[src/rtl/ksa_param.sv]
// RC4 key-scheduling engine: optional S[i]=i fill, then the 256-iteration KSA swap loop.
// Latency: 256 fill cycles (if requested) + 256*(2*(RD_LAT+1)+2) loop cycles + 1 done cycle.
// Backpressure: en is accepted only while rdy=1; requests arriving while busy are dropped.
//
// Ports:
//   clk, rst            rising-edge clock, asynchronous active-high reset
//   en / rdy            start request / idle indication
//   key, init_en        secret key and fill request, both latched on the accepting edge
//   addr, rddata        single-port S-memory address and read data (RD_LAT-cycle read)
//   wrdata, wren        S-memory write data and one-cycle write strobe
module ksa_param #(
    parameter int KEY_BYTES = 3,
    parameter int RD_LAT    = 1
) (
    input  logic                   clk,
    input  logic                   rst,
    input  logic                   en,
    output logic                   rdy,
    input  logic [KEY_BYTES*8-1:0] key,
    input  logic                   init_en,
    output logic [7:0]             addr,
    input  logic [7:0]             rddata,
    output logic [7:0]             wrdata,
    output logic                   wren
);
    localparam int             KIW       = (KEY_BYTES > 1) ? $clog2(KEY_BYTES) : 1;
    localparam logic [KIW-1:0] KIDX_LAST = KIW'(KEY_BYTES - 1);
    localparam logic [KIW-1:0] KIDX_ONE  = KIW'(1);
    localparam logic [1:0]     WAIT_LAST = 2'(RD_LAT - 1);

    typedef enum logic [3:0] {
        S_IDLE, S_FILL, S_RD_I, S_WT_I, S_RD_J, S_WT_J, S_WR_J, S_WR_I, S_DONE
    } state_t;

    state_t                 state;
    logic [KEY_BYTES*8-1:0] key_q;
    logic [7:0]             i;
    logic [7:0]             j;
    logic [7:0]             si;
    logic [7:0]             sj;
    logic [KIW-1:0]         kidx;      // i mod KEY_BYTES, kept as its own wrapping counter
    logic [1:0]             wcnt;      // cycles spent in a read-wait state
    logic [7:0]             key_byte;
    logic [7:0]             j_next;

    // Key byte 0 is the most significant byte of the key vector.
    always_comb begin
        key_byte = 8'h00;
        for (int k = 0; k < KEY_BYTES; k++) begin
            if (kidx == KIW'(k)) begin
                key_byte = key_q[KEY_BYTES*8-1-8*k -: 8];
            end
        end
    end

    // S[i] arrives on rddata in the last WT_I cycle, so the new j is formed straight
    // from it; that lets addr already point at S[j] for the whole RD_J cycle.
    assign j_next = j + rddata + key_byte;

    always_ff @(posedge clk or posedge rst) begin
        if (rst) begin
            state  <= S_IDLE;
            rdy    <= 1'b1;
            wren   <= 1'b0;
            addr   <= 8'h00;
            wrdata <= 8'h00;
            i      <= 8'h00;
            j      <= 8'h00;
            si     <= 8'h00;
            sj     <= 8'h00;
            kidx   <= '0;
            wcnt   <= 2'd0;
            key_q  <= '0;
        end else begin
            case (state)
                S_IDLE: begin
                    if (en) begin
                        key_q  <= key;
                        rdy    <= 1'b0;
                        i      <= 8'h00;
                        j      <= 8'h00;
                        kidx   <= '0;
                        addr   <= 8'h00;
                        wrdata <= 8'h00;
                        if (init_en) begin
                            wren  <= 1'b1;
                            state <= S_FILL;
                        end else begin
                            state <= S_RD_I;
                        end
                    end
                end
                // i doubles as the fill counter; it is cleared again before the loop.
                S_FILL: begin
                    if (i == 8'hFF) begin
                        i     <= 8'h00;
                        j     <= 8'h00;
                        wren  <= 1'b0;
                        addr  <= 8'h00;
                        state <= S_RD_I;
                    end else begin
                        i      <= i + 8'd1;
                        addr   <= i + 8'd1;
                        wrdata <= i + 8'd1;
                    end
                end
                S_RD_I: begin
                    wcnt  <= 2'd0;
                    state <= S_WT_I;
                end
                S_WT_I: begin
                    if (wcnt == WAIT_LAST) begin
                        si    <= rddata;
                        j     <= j_next;
                        addr  <= j_next;
                        state <= S_RD_J;
                    end else begin
                        wcnt <= wcnt + 2'd1;
                    end
                end
                S_RD_J: begin
                    wcnt  <= 2'd0;
                    state <= S_WT_J;
                end
                S_WT_J: begin
                    if (wcnt == WAIT_LAST) begin
                        sj     <= rddata;
                        wren   <= 1'b1;
                        addr   <= j;
                        wrdata <= si;
                        state  <= S_WR_J;
                    end else begin
                        wcnt <= wcnt + 2'd1;
                    end
                end
                // When i==j both writes hit the same location with the same value.
                S_WR_J: begin
                    addr   <= i;
                    wrdata <= sj;
                    state  <= S_WR_I;
                end
                S_WR_I: begin
                    wren  <= 1'b0;
                    i     <= i + 8'd1;
                    addr  <= i + 8'd1;
                    kidx  <= (kidx == KIDX_LAST) ? '0 : kidx + KIDX_ONE;
                    state <= (i == 8'hFF) ? S_DONE : S_RD_I;
                end
                S_DONE: begin
                    rdy   <= 1'b1;
                    state <= S_IDLE;
                end
                default: begin
                    wren  <= 1'b0;
                    rdy   <= 1'b1;
                    state <= S_IDLE;
                end
            endcase
        end
    end
endmodule

[config.mk]
export PLATFORM = sky130hd
export DESIGN_NAME = ksa_param
export DESIGN_NICKNAME = d
export VERILOG_FILES = /design/src/rtl/ksa_param.sv
export SDC_FILE = /design/constraint.sdc
export NUM_CORES = 1
export LEC_CHECK = 0
export CAP_MARGIN = 10
export CORE_ASPECT_RATIO = 1.1
export CORE_MARGIN = 2
export CORE_UTILIZATION = 45
export DETAILED_ROUTE_END_ITERATION = 10
export GPL_ROUTABILITY_DRIVEN = 0
export GPL_TIMING_DRIVEN = 0
export PLACE_DENSITY = 0.67
export SYNTH_ARGS = -nofsm -noshare
export SYNTH_HDL_FRONTEND = slang
export SYNTH_SLANG_ARGS = --single-unit
[constraint.sdc]
create_clock -name clk -period 3.1 [get_ports clk]
set_clock_uncertainty 0.15 [all_clocks]
set_input_delay 0.465 -clock clk [delete_from_list [all_inputs] [get_ports clk]]
set_output_delay 0.465 -clock clk [all_outputs]
set_load 0.05 [all_outputs]
==> results.cfg <==
[yosys]
synthTopCellsByCount = dfrtp_1 (81), nand2_1 (52), mux2_2 (38)
synth.top_cell.area_share = 0.453
syn-num-nets = 484
syn_area_per_cell_um2 = 10.4
synth_enable_flop_cells = 0
synthCells = 432
yosysUniqueCellTypes = 60
synth-main-ff-cell = dfrtp_1
synth.area.top_cells = dfrtp_1 (45%), mux2_2 (9.6%), nand2_1 (4.4%), o21ai_0 (3.8%), fa_1 (3.6%)
ys_ff_latch = 82
yosys.area.top_type = dfrtp_1
post-synth-top-count-cell = dfrtp_1
async_reset_ff_frac = 1.00
yosys_warnings = 0
syn_area_um2 = 4480
seq_area_frac_synth = 0.459

[setup_path]
cp_data_arrival_time_ns = 3.15
critical_path_peak_fanout = 8
ff2ff_path_depth = 11
worstSetupStartpoint = kidx[0]$_DFFE_PP0P_
r2r-start = kidx[0]$_DFFE_PP0P_
end_kind = flip-flop
crit_path_end = addr[3]$_DFFE_PP0P_
reg2reg_to = addr[3]$_DFFE_PP0P_
critPathKind = flip-flop to flip-flop
r2r_slack_ns = 0.06
startpoint_type = flip-flop
critical_path_required_ns = 3.20

[layout]
n_antenna_cell = 0
drive_gt1_frac = 0.193
layout.nets = 555
design_area_um2 = 5520
fill_cells = 870
synthToLayoutAreaGrowth_pct = 23.2

[place]
io_buffers = 53
placed_cell_area_um2 = 5190
hpwlAfterDp_mm = 8.15

[cts]
cts_hold_buf = 0
clk_path_buf_depth = 2
clock_latency_ns = 0.36
root_buffer = clkbuf_8
cts_tree = done
cts_sinks = 82
cts_buffers = 9
path_clk_slew_ns = 0.09
ctsHtreeMaxLevel = 3

[floorplanning]
die_area_um2 = 10800
die_width_um = 99.1
die_height_um = 109
core_um2 = 9790
start_util = 0.457
rows = 38
ios = 54

[route]
viasPerCell = 5.69
ant_nets = 0
drc = 0
wl_mm = 10.9
first_pass_iters = 7
num_vias = 3573
wl_per_cell_um = 17.4
drtIter0Drc = 186

[grt]
track_usage = 0.209
grt_pass1_vias = 3528
grt_pass1_wl_mm = 17.6
grt_max_degree = 57
globalRouteOverflowTotal = 0
antenna_found_initial = 0

[sta]
finalCriticalPeriod_ns = 3.04
period_share = 0.982
slew_violations = 0
finalSetupViolations = 0
whs_ns = 0.281
maxSlewHeadroom = 0.447
worst_pin_slew_ns = 0.822
fmax_mhz = 329
grt_setup_unrepaired = true
hold_violations = 0

[run]
maxCapViolCount = 0

[pwr]
p_leak_nw = 2.37
powerDensity_nw_per_um2 = 1130
peakVddDrop_mv = 0.403

[outcome]
status = complete, no violations

[min_path]
min_path_type = input pin to async pin
## worst max-delay path, stage by stage, from the launching register on
cell and delay [ns]:
dfrtp_1 0.39, buf_6 0.16, mux2i_2 0.24, o21ai_2 0.09
fa_1 0.50, ha_2 0.20, inv_2 0.04, fa_2 0.38
xnor2_2 0.17, a222oi_1 0.29, o21ai_1 0.14, a22o_1 0.21
## layer usage
metal / vias up / routed length (µm) / track usage
li1: 1687 / - / -
met1: 1747 / 4630 / 0.265
met2: 114 / 5370 / 0.352
met3: 25 / 561 / 0.0391
met4: 0 / 374 / 0.0910
met5: - / 0 / 0
## cell families (layout without fill, tap and decap cells)
family | after synthesis | in the layout | share of synthesized area
compound gates | 111 | 111 | 0.172
xor+xnor | 11 | 11 | 0.0215
fa+ha+maj | 16 | 16 | 0.0581
buf+inv | 38 | 114 | 0.0394
flops | 82 | 82 | 0.459
mux | 47 | 47 | 0.116
simple gates | 127 | 127 | 0.135
## flip-flops by register name, summed over array words and instances (netlist names)
name,count
state,4
i,8
j,8
wrdata,8
si,8
sj,8
wren,1
key_q,24
rdy,1
wcnt,2
addr,8
kidx,2
## stage by stage
step                      cells   util  power, mW  setup TNS, ns  setup slack (ns)
after floorplan             432      -       4.25              0             0.165
after global placement      605  0.527       5.01         -76.30            -0.936
after detailed placement    606  0.530       5.13          -1.02            -0.271
after CTS                   627  0.557       6.05              0            0.0382
after global routing        628  0.563       6.69         -0.232           -0.0774
final                       628  0.563       6.24              0            0.0566
## where the power goes
part	internal, mW	switching [mW]
logic	1.60	2.02
clock network	0.419	0.410
registers	1.51	0.288
total	3.53	2.71
## worst min path at each step
stage | from | end | slack, ns | cells past startpoint
6_report | rst | key_q[13]$_DFFE_PP0P_ | 0.28 | 2
5_1_grt | rst | key_q[13]$_DFFE_PP0P_ | 0.29 | 2
4_1_cts | rst | key_q[13]$_DFFE_PP0P_ | 0.28 | 2
3_5_place_dp | rdy$_DFFE_PP1P_ | rdy$_DFFE_PP1P_ | 0.31 | 2
3_3_place_gp | rdy$_DFFE_PP1P_ | rdy$_DFFE_PP1P_ | 0.31 | 2
2_1_floorplan | key_q[23]$_DFFE_PP0P_ | key_q[23]$_DFFE_PP0P_ | 0.29 | 2
## repair_timing
action / CTS / global route
buffers inserted: 5 / 1
endpoints found under the setup margin: 6 / 8
gates cloned: 0 / 0
hold endpoints to repair: 0 / 0
gates resized for setup: 8 / 14
pin swaps: 1 / 4
## cell type report
class / count / area, µm² / area share
timing repair buffer: 60 / 603 / 0.109
tap: 120 / 150 / 0.0272
multi-input combinational: 312 / 2300 / 0.418
clock buffer: 11 / 151 / 0.0275
clock inverter: 5 / 62.6 / 0.0113
buffer: 24 / 136 / 0.0247
inverter: 14 / 55.1 / 0.00998
sequential: 82 / 2050 / 0.372
## cell usage in the layout, fill, tap and decap left out, types with 9 or more instances in the layout
master / count
o21ai_1: 14
nand2_1: 52
dfrtp_1: 81
nand3_1: 9
a22o_1: 12
a22oi_1: 10
mux2_2: 38
a21oi_1: 10
nor2_1: 33
inv_1: 12
clkdlybuf4s50_1: 53
o21ai_0: 30
clkbuf_8: 11
Note: power is estimated with default switching activity, not from simulation.
